==> src/rtl/alu_seq.sv <==
// Instruction sequencer for the 8-bit ALU: 4x8 register file, 3-state issue/exec/writeback FSM.
// Optional ALU_SEQ_FWD_EN: accept in WB with forwarding of the writeback result.
module alu_seq #(
  parameter int         NREG    = 4,
  parameter logic [7:0] RST_VAL = 8'h00
) (
  input  logic        clk,
  input  logic        rst_n,
  input  logic        in_valid,
  output logic        in_ready,
  input  logic [15:0] in_instr,
  input  logic        wr_en,
  input  logic [1:0]  wr_addr,
  input  logic [7:0]  wr_data,
  input  logic [1:0]  rd_addr,
  output logic [7:0]  rd_data,
  output logic [7:0]  alu_a,
  output logic [7:0]  alu_b,
  output logic [2:0]  alu_op,
  output logic [2:0]  alu_shamt,
  input  logic [7:0]  alu_out,
  input  logic [3:0]  alu_flags,
  output logic [3:0]  flags,
  output logic        done,
  output logic [1:0]  done_rd
);

  typedef enum logic [1:0] {IDLE, EXEC, WB} state_t;

  state_t     state, state_nx;
  logic [7:0] regs [NREG];
  logic [1:0] rd_q;
  logic       s_q;
  logic       accept;
  logic [7:0] opa, opb;

  logic [2:0] f_op, f_sh;
  logic [1:0] f_rd, f_ra, f_rb;
  logic       f_s;
  logic       unused_rsvd;

  assign f_op        = in_instr[15:13];
  assign f_rd        = in_instr[12:11];
  assign f_ra        = in_instr[10:9];
  assign f_rb        = in_instr[8:7];
  assign f_sh        = in_instr[6:4];
  assign f_s         = in_instr[3];
  assign unused_rsvd = ^in_instr[2:0];

  assign accept  = in_valid & in_ready;
  assign rd_data = regs[rd_addr];
  assign done_rd = rd_q;

  always_comb begin
    state_nx = state;
    in_ready = 1'b0;
    done     = 1'b0;
    unique case (state)
      IDLE: begin
        in_ready = 1'b1;
        if (in_valid) state_nx = EXEC;
      end
      EXEC: state_nx = WB;
      WB: begin
        done     = 1'b1;
        state_nx = IDLE;
`ifdef ALU_SEQ_FWD_EN
        in_ready = 1'b1;
        if (in_valid) state_nx = EXEC;
`endif
      end
      default: state_nx = IDLE;
    endcase
  end

`ifdef ALU_SEQ_FWD_EN
  // Bypass the pending writeback; a same-cycle external write to rd wins.
  logic [7:0] fwd_val;
  assign fwd_val = (wr_en && wr_addr == rd_q) ? wr_data : alu_out;

  always_comb begin
    opa = regs[f_ra];
    opb = regs[f_rb];
    if (state == WB && f_ra == rd_q) opa = fwd_val;
    if (state == WB && f_rb == rd_q) opb = fwd_val;
  end
`else
  assign opa = regs[f_ra];
  assign opb = regs[f_rb];
`endif

  always_ff @(posedge clk or negedge rst_n) begin
    if (!rst_n) state <= IDLE;
    else        state <= state_nx;
  end

  always_ff @(posedge clk or negedge rst_n) begin
    if (!rst_n) begin
      alu_a     <= 8'h00;
      alu_b     <= 8'h00;
      alu_op    <= 3'd0;
      alu_shamt <= 3'd0;
      rd_q      <= 2'd0;
      s_q       <= 1'b0;
    end else if (accept) begin
      alu_a     <= opa;
      alu_b     <= opb;
      alu_op    <= f_op;
      alu_shamt <= f_sh;
      rd_q      <= f_rd;
      s_q       <= f_s;
    end
  end

  // External write is issued last so it overrides a colliding writeback.
  always_ff @(posedge clk or negedge rst_n) begin
    if (!rst_n) begin
      for (int i = 0; i < NREG; i++) regs[i] <= RST_VAL;
    end else begin
      if (state == WB) regs[rd_q] <= alu_out;
      if (wr_en)       regs[wr_addr] <= wr_data;
    end
  end

  always_ff @(posedge clk or negedge rst_n) begin
    if (!rst_n)                flags <= 4'h0;
    else if (state == WB && s_q) flags <= alu_flags;
  end

endmodule

==> config.mk <==
export PLATFORM = sky130hd
export DESIGN_NAME = alu_seq
export DESIGN_NICKNAME = d
export VERILOG_FILES = /design/src/rtl/alu_seq.sv
export SDC_FILE = /design/constraint.sdc
export NUM_CORES = 1
export LEC_CHECK = 0
export CORE_MARGIN = 8
export CORE_UTILIZATION = 49
export CTS_CLUSTER_DIAMETER = 30
export DETAILED_ROUTE_END_ITERATION = 10
export GPL_ROUTABILITY_DRIVEN = 0
export PLACE_DENSITY = 0.79
export SETUP_SLACK_MARGIN = 0.15
export SLEW_MARGIN = 30
export SYNTH_ARGS = -nofsm -noshare
export SYNTH_HDL_FRONTEND = slang
export SYNTH_SLANG_ARGS = --single-unit
==> constraint.sdc <==
create_clock -name clk -period 1.6 [get_ports clk]
set_input_delay 0.16 -clock clk [delete_from_list [all_inputs] [get_ports clk]]
set_output_delay 0.16 -clock clk [all_outputs]
set_load 0.01 [all_outputs]
==> results.ini <==
[critical_path]
critPathKind = flop to primary output
crit_arrival_ps = 1360
critPathCaptureType = primary output
cp_data_required_time_ps = 1440
slowest_stage = mux4_2
critPathTopFamily = multiplexers
crit_chain = mux4_2 > buf_6
start_kind = flop
crit_fanout = 2
cp_slowest_stage_delay_ps = 490
path_buf_inv = 1

[yosys]
yosys_warnings = 0
synth_cells = 244
synth-compound-area-share_pct = 4.77
synth.distinct_cells = 25
synthAdderAreaFrac_pct = 0
netlist_top_cells_area = dfrtp_1 (47%), mux4_2 (16%), mux2i_1 (9.5%)
synthArstFlopShare_pct = 100
synth_simple_gate_area_share_pct = 6.89
seq_area_frac_synth_pct = 46.9
synth_top_family_by_area = multiplexers
syn_nets = 288
yosysMostFrequentCell = dfrtp_1
ys_ff_latch = 63
netlist_top_cells_count = dfrtp_1 (63), mux2i_1 (32), a21oi_1 (24), mux4_2 (24), nor2_1 (24)
yosys-mux-area-fraction_pct = 37.5
synth_largest_area_cell = dfrtp_1
yosys.area.top_type_share_pct = 46.9
synth_edf_count = 0
syn_area_per_cell_um2 = 13.8
synth_xor_xnor_area_share_pct = 0
synth_top_flop_cell = dfrtp_1
syn_area_mm2 = 0.00336

[routing]
drt-vias-per-instance = 5.55
wl_per_cell_um = 19.9
remaining_drc_errors = 0
vias = 2543
firstDrtPassIters = 4
drtIter0Drc = 152
antenna_violating_nets_post_route = 0
routed_wl_mm = 9.10

[run]
max-cap-violations = 0

[global_routing]
grt_overflow_total = 0
grt_pass1_wl_mm = 14.3
grt_pass1_vias = 2681
grt_usage_pct = 19.0
grt_max_degree = 23
met2_usage_pct = 31.2
met1_usage_pct = 22.8
grt_use_met3_pct = 4.09
top_usage_layer = met2
antenna_found_initial = 0

[sta]
post-route-min-period_ps = 1520
finalSetupViolCount = 0
tightest_slew_ps = 559
fin_ws_ps = 75.2
finalClockSkew_ps = 3.89
timing.fmax_mhz = 656
period_share_pct = 95.3
setup_tns_ps = 0
drv_slew = 0
maxSlewHeadroom_pct = 62.8
rsz0062_at_grt = yes
hold_ws_ps = 338
report.final.hold_viol_count = 0

[floorplan]
start_util_pct = 50.0
die-area_mm2 = 0.00976
boundaryPins = 82
num_rows = 30
core-area_mm2 = 0.00672
die_h_um = 98.8
die_w_um = 98.8

[placement]
dpl_worst_slack_ps = -424
io_buffers = 78
dp_hpwl_mm = 6.28

[cts]
root_buffer = clkbuf_8
cts_tree = done
clkSinkCount = 63
cts_buffers = 9
cts_max_path_buffers = 2
insertion_delay_ps = 340
clk_pin_slew_worst_paths_ps = 70
cts_max_level = 3

[power_and_ir_drop]
power_leakage_nw = 2.09
totalPowerFinal_w = 0.00673
vdd_drop_max_mv = 0.520
power_density_mw_per_mm2 = 1390

[final_layout]
fillers = 444
multi_input_area_mm2 = 0.00166
drive_gt1_share_pct = 38.1
nets = 417
final_util_pct = 71.9
antennaDiodeCount = 0
area_growth_pct = 43.8
area.sequential_mm2 = 0.00158

[status]
outcome = completed

[min_path]
min_path_type = input port to async pin

==> state kept, by name (all words and copies together) (netlist names) <==
name / count
alu_a: 8
alu_b: 8
alu_op: 3
alu_shamt: 3
done_rd: 2
flags: 4
regs: 32
s_q: 1
state: 2
==> routing by layer <==
metal / up-vias / part of all wire [%] / wire length (um)
li1: 1169 / - / -
met1: 1246 / 40 / 3660
met2: 108 / 50 / 4540
met3: 20 / 7.3 / 663
met4: 0 / 2.6 / 241
met5: - / 0 / 0
==> cell type report <==
class / count / area share [%]
multi-input combinational: 162 / 34.3
tap: 80 / 2.07
clock inverter: 4 / 0.414
clock buffer: 12 / 3.21
timing repair buffer: 137 / 27.3
sequential: 63 / 32.7
==> cell usage in the layout (no fill, tap or decap), drive strengths merged <==
cell type / n
buf: 66
dfrtp: 63
clkdlybuf4s50: 58
mux2i: 32
mux2: 29
nor2: 25
a21oi: 24
mux4: 24
clkbuf: 14
nand2: 9
o21ai: 8
dlygate4sd2: 6
clkinv: 4
dlymetal6s2s: 4
nand3b: 2
and4bb: 2
or3b: 1
nor4b: 1
and3: 1
nand4b: 1
and2b: 1
and2: 1
nor2b: 1
dlygate4sd3: 1
==> cell families after synthesis <==
| kind of cell | after synthesis |
|---|---|
| compound gates | 32 |
| buf+inv | 19 |
| flops | 63 |
| mux | 85 |
| simple gates | 45 |
==> per-stage QoR <==
| stage | cells | cell area, um^2 |
|---|---|---|
| after global routing | 458 | 4830 |
| after detailed placement | 412 | 4370 |
| after CTS | 452 | 4760 |
| after global placement | 412 | 4370 |
| final | 458 | 4830 |
| after floorplan | 244 | 3360 |
==> path summary, 6_finish.rpt <==
kind / start / endpoint / slack [ps] / depth (start not counted)
hold reg to reg: alu_shamt[2]$_DFFE_PN0P_ / alu_shamt[2]$_DFFE_PN0P_ / 500 / 1
hold / removal: rst_n / flags[3]$_DFFE_PN0P_ / 340 / 2
max in group asynchronous: rst_n / done_rd[1]$_DFFE_PN0P_ / 730 / 3
min in group clk: in_instr[12] / done_rd[1]$_DFFE_PN0P_ / 430 / 2
setup / recovery: regs[13]$_DFF_PN0_ / rd_data[5] / 80 / 2
setup reg to reg: regs[13]$_DFF_PN0_ / alu_a[5]$_DFFE_PN0P_ / 110 / 4
==> repair_timing <==
item	4_1_cts	5_1_grt
setup buffers	23	5
pin swaps	1	2
cloned	0	1
endpoints found under the hold margin	20	0
resized for setup	54	8
endpoints found under the setup margin	39	25
hold buffers	1	0
==> where the power goes <==
| group | switching [W] | total (W) | internal (W) | leakage [nW] |
|---|---|---|---|---|
| registers | 0.000331 | 0.00248 | 0.00215 | 0.719 |
| clock network | 0.000597 | 0.00123 | 0.000636 | 0.0959 |
| logic | 0.00108 | 0.00302 | 0.00194 | 1.28 |
Power figures use the tool's default switching activity.
